## config.mk

```make
export PLATFORM = sky130hd
export DESIGN_NAME = packetizer_arbiter_std
export DESIGN_NICKNAME = d
export VERILOG_FILES = /design/src/rtl/packetizer_arbiter_std.sv
export SDC_FILE = /design/constraint.sdc
export NUM_CORES = 1
export LEC_CHECK = 0
export CAP_MARGIN = 5
export CORE_MARGIN = 3
export CORE_UTILIZATION = 42
export DETAILED_ROUTE_END_ITERATION = 8
export HOLD_SLACK_MARGIN = 0.12
export PLACE_DENSITY = 0.81
export SLEW_MARGIN = 25
export SYNTH_ARGS = -nofsm -noshare
export SYNTH_HDL_FRONTEND = slang
export SYNTH_SLANG_ARGS = --single-unit
```

## constraint.sdc

```tcl
create_clock -name clk -period 4.9 [get_ports clk]
set_input_delay 0.735 -clock clk [delete_from_list [all_inputs] [get_ports clk]]
set_output_delay 0.735 -clock clk [all_outputs]
set_load 0.005 [all_outputs]
```

## src/rtl/packetizer_arbiter_std.sv

```systemverilog
// Round-robin arbiter that shares one packetizer input port between NUM_REQ requesters,
// with optional per-requester burst lock capped at MAX_BURST words and a registered output.
module packetizer_arbiter_std #(
  parameter int NUM_REQ          = 4,
  parameter int WIDTH_IN         = 12,
  parameter int ADDRESS_WIDTH    = 4,
  parameter int VC_ADDRESS_WIDTH = 1,
  parameter int MAX_BURST        = 4,
  parameter int REQ_IDX_WIDTH    = $clog2(NUM_REQ)
) (
  input  logic                                  clk,
  input  logic                                  rst_n,
  input  logic [NUM_REQ*WIDTH_IN-1:0]           req_data_in,
  input  logic [NUM_REQ*ADDRESS_WIDTH-1:0]      req_dst_in,
  input  logic [NUM_REQ*VC_ADDRESS_WIDTH-1:0]   req_vc_in,
  input  logic [NUM_REQ-1:0]                    req_lock_in,
  input  logic [NUM_REQ-1:0]                    req_valid_in,
  output logic [NUM_REQ-1:0]                    req_ready_out,
  output logic [WIDTH_IN-1:0]                   data_out,
  output logic [ADDRESS_WIDTH-1:0]              dst_out,
  output logic [VC_ADDRESS_WIDTH-1:0]           vc_out,
  output logic                                  valid_out,
  input  logic                                  ready_in,
  output logic [REQ_IDX_WIDTH-1:0]              src_out
);

  localparam int CNT_W = $clog2(MAX_BURST + 1);

  typedef enum logic {ARB, LOCKED} state_t;

  state_t                   state_q, state_d;
  logic [REQ_IDX_WIDTH-1:0] rr_ptr_q, rr_ptr_d;
  logic [REQ_IDX_WIDTH-1:0] owner_q, owner_d;
  logic [CNT_W-1:0]         burst_cnt_q, burst_cnt_d;

  logic [NUM_REQ-1:0]       grant;
  logic [REQ_IDX_WIDTH-1:0] grant_idx;
  logic [REQ_IDX_WIDTH-1:0] scan;
  logic                     grant_any;
  logic                     load_en;
  logic                     xfer;

  logic                        vld_p1;
  logic [WIDTH_IN-1:0]         data_p1;
  logic [ADDRESS_WIDTH-1:0]    dst_p1;
  logic [VC_ADDRESS_WIDTH-1:0] vc_p1;
  logic [REQ_IDX_WIDTH-1:0]    src_p1;

  // Explicit compare so non-power-of-2 NUM_REQ wraps correctly.
  function automatic logic [REQ_IDX_WIDTH-1:0] wrap_inc(input logic [REQ_IDX_WIDTH-1:0] idx);
    if (idx == REQ_IDX_WIDTH'(NUM_REQ - 1)) return '0;
    return idx + REQ_IDX_WIDTH'(1);
  endfunction

  always_comb begin
    grant     = '0;
    grant_idx = '0;
    grant_any = 1'b0;
    scan      = rr_ptr_q;
    if (state_q == LOCKED) begin
      grant_idx = owner_q;
      grant_any = 1'b1;
    end else begin
      for (int k = 0; k < NUM_REQ; k++) begin
        if (!grant_any && req_valid_in[scan]) begin
          grant_any = 1'b1;
          grant_idx = scan;
        end
        scan = wrap_inc(scan);
      end
    end
    if (grant_any) grant[grant_idx] = 1'b1;
  end

  assign load_en       = !vld_p1 || ready_in;
  assign req_ready_out = (rst_n && load_en) ? grant : '0;
  assign xfer          = rst_n && load_en && grant_any && req_valid_in[grant_idx];

  always_comb begin
    state_d     = state_q;
    rr_ptr_d    = rr_ptr_q;
    owner_d     = owner_q;
    burst_cnt_d = burst_cnt_q;
    if (xfer) begin
      case (state_q)
        ARB: begin
          if (req_lock_in[grant_idx] && MAX_BURST > 1) begin
            state_d     = LOCKED;
            owner_d     = grant_idx;
            burst_cnt_d = CNT_W'(1);
          end else begin
            rr_ptr_d = wrap_inc(grant_idx);
          end
        end
        LOCKED: begin
          burst_cnt_d = burst_cnt_q + CNT_W'(1);
          if (!req_lock_in[grant_idx] || (burst_cnt_q + CNT_W'(1)) == CNT_W'(MAX_BURST)) begin
            state_d     = ARB;
            rr_ptr_d    = wrap_inc(grant_idx);
            burst_cnt_d = '0;
          end
        end
        default: state_d = ARB;
      endcase
    end
  end

  always_ff @(posedge clk) begin
    if (!rst_n) begin
      state_q     <= ARB;
      rr_ptr_q    <= '0;
      owner_q     <= '0;
      burst_cnt_q <= '0;
    end else begin
      state_q     <= state_d;
      rr_ptr_q    <= rr_ptr_d;
      owner_q     <= owner_d;
      burst_cnt_q <= burst_cnt_d;
    end
  end

  // Stage p1: output register, reloaded on the same edge it drains.
  always_ff @(posedge clk) begin
    if (!rst_n) begin
      vld_p1  <= 1'b0;
      data_p1 <= '0;
      dst_p1  <= '0;
      vc_p1   <= '0;
      src_p1  <= '0;
    end else if (xfer) begin
      vld_p1  <= 1'b1;
      data_p1 <= req_data_in[grant_idx*WIDTH_IN +: WIDTH_IN];
      dst_p1  <= req_dst_in[grant_idx*ADDRESS_WIDTH +: ADDRESS_WIDTH];
      vc_p1   <= req_vc_in[grant_idx*VC_ADDRESS_WIDTH +: VC_ADDRESS_WIDTH];
      src_p1  <= grant_idx;
    end else if (ready_in) begin
      vld_p1  <= 1'b0;
    end
  end

  assign valid_out = vld_p1;
  assign data_out  = data_p1;
  assign dst_out   = dst_p1;
  assign vc_out    = vc_p1;
  assign src_out   = src_p1;

endmodule

```

## Yosys cells after proc, flatten, opt, wreduce, memory -nomap -nowiden

Index checks and enable logic that the tools add are counted.

- Flip-flop bits (word level): 28
- Input bits: 79
- Bits in latches: 0
- Output and inout port bits: 24
- Memory bits (writable): 0
- Bits in read-only memories: 0
- Memories: 0
- Logic and storage cells: 116

- Bitwise operators: 1
- $lt $le $gt $ge: 6
- Multiply operators: 1
- Add/sub/neg operators: 5
- Equality and inequality tests: 8
- Reduce and logical (&&, ||, !) cells: 18
- Mux-type cells: 65
- Shift-type cells: 3
- Divide/modulo/power cells: 0

Operators with widths:

| kind | number |
|---|---|
| $shiftx A48 B7 Y12 | 1 |
| $mux W2 | 19 |
| $mux W1 | 32 |
| $shiftx A16 B5 Y4 | 1 |
| $lt A2 B3 Y1 const B | 5 |
| $bmux W1 S2 | 6 |
| $add A2 B1 Y2 const B | 4 |
| $eq A2 B2 Y1 const B | 4 |
| $mux W4 | 2 |
| $logic_and A1 B1 Y1 | 7 |
| $mux W3 | 2 |
| $pmux W3 S2 | 1 |
| $reduce_and A3 Y1 | 2 |
| $logic_not A1 Y1 | 5 |
| $mul A2 B2 Y4 const B | 1 |
| $ne A2 B2 Y1 const B | 2 |
| $pmux W2 S2 | 1 |
| $shiftx A4 B3 Y1 | 1 |
| $add A3 B1 Y3 const B | 1 |
| $eq A3 B3 Y1 const B | 1 |
| $demux W1 S2 | 1 |
| $ge A2 B1 Y1 const B | 1 |
| $logic_or A1 B1 Y1 | 2 |
| $ne A2 B1 Y1 const B | 1 |
| 4 further kinds | 4 |

## Logic depth before layout (Yosys ltp)

- Depth after elaboration: 30
- Gate-level depth with buffers: 14
- Gate-level depth less buffers: 11

## Worst setup path after synthesis

No wires, ideal clock.

- Kind: register to output
- Start: reg rr_ptr_q[0]
- End: out req_ready_out[2]
- Data required time: 4.165 ns
- Arrival: 2.984 ns
- Slack: 1.181 ns
- Path buffers: 2
- Stages on the path, launching flop included: 13
- Cell sequence: dfxtp_1 -> ha_1 -> buf_2 -> or3_4 -> and3_4 -> o221a_4 -> a22o_1 -> a2111oi_4 -> nor2_2 -> clkinv_1 -> buf_2 -> ha_1 -> and2_1

- Cells in the longest elaborated chain, start to end: 26
- Elaborated cells between the ends (all ways): 52
- Those cells by class: add/sub: 3; order compare: 2; eq/ne: 3; mux: 37; reduce/logical: 7

Ends and longest elaborated chain:

| what | line | RTL |
|---|---|---|
| start: declaration | 32 | `logic [REQ_IDX_WIDTH-1:0] rr_ptr_q, rr_ptr_d;` |
| start signal: assignment | 116 | `rr_ptr_q <= rr_ptr_d;` |
| $eq A2 B2 Y1 | 51 | `if (idx == REQ_IDX_WIDTH'(NUM_REQ - 1)) return '0;` |
| $mux W1 | 51 |  |
| $mux W1 | 60 | `if (state_q == LOCKED) begin` |
| $mux W2 | 52 | `return idx + REQ_IDX_WIDTH'(1);` |
| $mux W2 | 60 |  |
| $eq A2 B2 Y1 | 51 |  |
| $mux W1 | 51 |  |
| $mux W1 | 60 |  |
| (+10 left out) | - |  |
| $mux W2 | 65 | `if (!grant_any && req_valid_in[scan]) begin` |
| $mux W2 | 60 |  |
| $lt A2 B3 Y1 (implied by the code) or $ge A2 B1 Y1 (tied branches) | 72 | `if (grant_any) grant[grant_idx] = 1'b1;` |
| $logic_and A1 B1 Y1 (implied by the code) | 72 |  |
| $mux W1 (implied by the code) | 72 |  |
| $demux W1 S2 | 72 |  |
| $mux W4 * | 72 |  |
| $mux W4 * | 76 | `assign req_ready_out = (rst_n && load_en) ? grant : '0;` |
| end: declaration | 18 | `output logic [NUM_REQ-1:0] req_ready_out,` |

Every way passes the cells marked *; elsewhere a longest branch is shown, timed or not. The select of a mux whose other input is x is not followed.

## Worst setup path in the final report

- Start: in req_valid_in[1]
- End: out req_ready_out[0]

- Cells in the longest elaborated chain, start to end: 22
- Elaborated cells between the ends (all ways): 34
- Those cells by class: order compare: 2; mux: 25; reduce/logical: 7

Ends and longest elaborated chain:

| what | line | RTL |
|---|---|---|
| start: declaration | 17 | `input logic [NUM_REQ-1:0] req_valid_in,` |
| $bmux W1 S2 | 65 |  |
| $mux W1 (implied by the code) | 65 |  |
| $mux W1 | 65 |  |
| $mux W1 | 60 |  |
| $logic_not A1 Y1 | 65 |  |
| $logic_and A1 B1 Y1 | 65 |  |
| $mux W1 | 65 |  |
| $mux W1 | 60 |  |
| (+6 left out) | - |  |
| $mux W2 | 65 |  |
| $mux W2 | 60 |  |
| $lt A2 B3 Y1 (implied by the code) or $ge A2 B1 Y1 (tied branches) | 72 |  |
| $logic_and A1 B1 Y1 (implied by the code) | 72 |  |
| $mux W1 (implied by the code) | 72 |  |
| $demux W1 S2 | 72 |  |
| $mux W4 * | 72 |  |
| $mux W4 * | 76 |  |

Marks and branches as above.

==> results.yml <==
outcome:
  status: "completed"
logic_synthesis:
  ys_types: 51
  synth_top_family_by_area: "simple AND/OR/NAND/NOR gates"
  yosysWarnings: 0
  syn_area_um2: 2280
  yosysSeqAreaShare_pct: 24.6
  async_reset_ff_share_pct: 0
  synth.area.mux_share_pct: 21.4
  ys_ff_latch: 28
  syn_nets: 377
  yosys.area_share.adder_pct: 3.85
  synthFlopType: "dfxtp_1"
  synth_compound_area_share_pct: 19.5
  synthSimpleGateAreaFrac_pct: 25.6
  synth_edf_count: 0
  syn_area_per_cell_um2: 7.82
  synth_xor_area_share_pct: 0.385
  netlist_instances: 291
power:
  p_sw_mw: 0.683
  p_leak_nw: 1.33
  ir_drop_v: 0.000222
  powerDensity_nw_per_um2: 460
  p_comb_share_pct: 67.6
  p_seq_share_pct: 23.3
  switching_share_pct: 43.4
  internal_power_mw: 0.892
  p_total_mw: 1.57
  clkPwrFrac_pct: 9.1
sta:
  tns_ns: 0
  maxSlewViolCount: 0
  timing.fmax_mhz: 216
  rsz0062_at_grt: "false"
  hold_viol: 0
  slew_headroom_pct: 48.9
  final.period_utilization_pct: 94.4
  setup_viol: 0
  worstMarginPinSlew_ns: 0.766
  finClkSkew_ns: 0.0104
  layout_min_cycle_time_ns: 4.63
finish:
  drive_gt1_share_pct: 8.01
  seqCellArea_um2: 562
  syn_to_final_growth_pct: 50.6
  antenna_cells: 0
  multi_input_area_um2: 1620
  nets: 474
  nFillCells: 430
  layout.cells.non_filler: 457
cts:
  cts_setup_buffers: 0
  cts_tree: "built"
  insertion_delay_ns: 0.28
  numCtsBuffers: 3
  postCtsHoldBufs: 0
  cts_root_buffer: "clkbuf_8"
  cts_buffer_depth: 2
  cts_resized: 0
  cts.clk_slew.worst_paths_ns: 0.09
  htreeDepth: 1
  clock-sinks: 28
critical_path:
  crit_fanout: 12
  ff2ff_path_depth: 12
  cp-start-kind: "input pin"
  crit_family: "buffers and inverters"
  r2r-end: "src_out[1]$_SDFFE_PN0P_"
  worstSetupPathType: "in2out"
  path_cells: "clkdlybuf4s50_1 > nor2b_1 > nor3_1 > o21ai_0 > a22o_1 > a2111oi_4 > nor2_2 > buf_4 > clkinv_1 > ha_1 > and2_1 > clkdlybuf4s50_1"
  worstPathArrival_ns: 3.89
  r2r_start: "rr_ptr_q[0]$_SDFFE_PN0P_"
  setup.worst_path.end_class: "primary output"
  crit_slowest_cell: "clkdlybuf4s50_1"
  cpMostUsedCell: "clkdlybuf4s50_1"
  crit_buf_inv: 4
  cp.required_ns: 4.16
  timing.reg2reg.setup_slack_ns: 1.01
  slowest_delay_ns: 0.52
min_path:
  whs_path_depth: 2
  min_from: "data_out[9]$_SDFFE_PN0P_"
  hold-path-endpoint: "data_out[9]$_SDFFE_PN0P_"
  hp-class: "reg2reg"
floorplan:
  boundaryPins: 103
  fp.dieW_um: 79.6
  start_util_pct: 44.0
  die_h_um: 79.6
  placementRows: 26
  design.core.area_um2: 5170
  dieArea_um2: 6340
placement:
  dp_hpwl_mm: 5.23
  dp_cells: 453
  gp_congestion: 1.03
  port_buffers: 102
drt:
  wl_per_cell_um: 14.4
  drt-total-wl_mm: 6.58
  ant_nets: 0
  post-route-drc-count: 0
  first_iter_violations: 65
  vias_per_cell: 5.42
  num_vias: 2475
  drtPass1Iterations: 5
flow_run:
  cap_violations: 0
grt:
  grt_usage_pct: 20.7
  first_global_vias: 2353
  gr-total-overflow: 0
  grt_pass1_wl_mm: 10.4
  grt_max_degree: 33
  antenna_found_initial: 0
how the worst max path moves through the flow:
stage                                   from                to  depth (start not counted)
global placement             req_valid_in[1]  req_ready_out[2]                         12
detailed placement           req_valid_in[1]  req_ready_out[0]                         12
global route        rr_ptr_q[0]$_SDFFE_PN0P_  req_ready_out[0]                         12
floorplan           rr_ptr_q[0]$_SDFFE_PN0P_  req_ready_out[2]                         12
CTS                 rr_ptr_q[0]$_SDFFE_PN0P_  req_ready_out[0]                         12
finish                       req_valid_in[1]  req_ready_out[0]                         12
worst reg2reg max path, stage by stage (launching register included):
cell and delay [ns]:
dfxtp_2 0.51, ha_1 0.38, or3_4 0.37, and3_4 0.19
o221a_4 0.26, a22o_1 0.26, a2111oi_4 0.41, nor2_2 0.09
buf_4 0.21, o31ai_4 0.56, buf_4 0.31, nor2_1 0.08
a211oi_1 0.19
layout by cell type (no fill, tap or decap), types with 2 or more instances in the layout:
cell type / netlist / layout
nor2_1: 11 / 11
o211ai_1: 4 / 4
nand3_1: 20 / 20
o21ai_1: 11 / 11
clkdlybuf4s50_1: 0 / 102
clkbuf_8: 0 / 4
mux2i_1: 42 / 42
nor2b_1: 3 / 3
o21ai_0: 15 / 14
a21oi_1: 5 / 5
ha_1: 7 / 7
a221oi_1: 2 / 2
buf_4: 2 / 8
inv_1: 4 / 4
a31oi_1: 3 / 3
nor3_1: 2 / 2
nand2b_1: 3 / 3
dfxtp_1: 28 / 27
and2_1: 5 / 5
nand2_1: 70 / 70
mux2_2: 4 / 4
nor4_1: 2 / 2
and3_1: 4 / 4
stage by stage:
step | hold WS, ns | util (%) | setup slack [ns] | cell area, µm²
3_5_place_dp | 0.440 | 65.2 | 0.336 | 3370
2_1_floorplan | 0.445 | - | 1.18 | 2280
5_1_grt | 0.469 | 66.3 | 0.109 | 3430
4_1_cts | 0.453 | 66.2 | 0.128 | 3430
3_3_place_gp | 0.435 | 65.2 | 0.424 | 3370
6_report | 0.451 | 66.3 | 0.273 | 3430
cells by family after synthesis:
group / Yosys count
xor+xnor: 1
flops: 28
mux: 47
fa+ha+maj: 7
compound gates: 58
simple gates: 127
buf+inv: 23
routing by layer:
layer / share of wire (%) / track usage (%) / routed length (µm)
met1: 41 / 24.3 / 2720
met2: 47 / 34.7 / 3120
met3: 9.0 / 6.55 / 592
met4: 2.4 / 8.08 / 156
met5: 0 / 0 / 0
cell type report:
cell class / instances / area share, %
Clock buffer: 4 / 1.61
Inverter: 5 / 0.548
Multi-Input combinational cell: 240 / 47.4
Sequential cell: 28 / 16.4
Tap cell: 70 / 2.56
Timing Repair Buffer: 110 / 31.5
synthesized netlist by cell type (all sizes together), types with 2 or more instances:
library cell | count | share of area [%]
nor3 | 3 | 0.88
nor2 | 12 | 2.1
mux2 | 4 | 2.0
o221a | 2 | 1.4
a31oi | 3 | 0.82
o21ai | 27 | 6.1
nor2b | 3 | 0.82
dfxtp | 28 | 25
nand2b | 3 | 0.82
buf | 10 | 2.4
inv | 4 | 0.66
a21oi | 5 | 1.1
and3 | 5 | 1.6
clkbuf | 8 | 1.3
o31ai | 2 | 1.3
ha | 7 | 3.8
nand2 | 70 | 12
and2 | 6 | 1.8
a221oi | 2 | 0.77
o211ai | 5 | 1.9
nor4 | 2 | 0.55
nand3 | 20 | 4.4
mux2i | 42 | 18
flip-flops by register name, summed over array words and instances, names as in the netlist:
register / cells
owner_q: 2
vc_out: 1
src_out: 2
burst_cnt_q: 3
valid_out: 1
rr_ptr_q: 2
data_out: 12
dst_out: 4
state_q: 1
power by group through the flow:
stage	clock network [mW]	logic, mW	registers (mW)
global route	0.156	1.17	0.376
floorplan	0	0.735	0.341
CTS	0.145	1.07	0.364
global placement	0	1.05	0.366
detailed placement	0	1.07	0.368
finish	0.144	1.06	0.367
No activity file was read; power rests on OpenSTA's default activity.
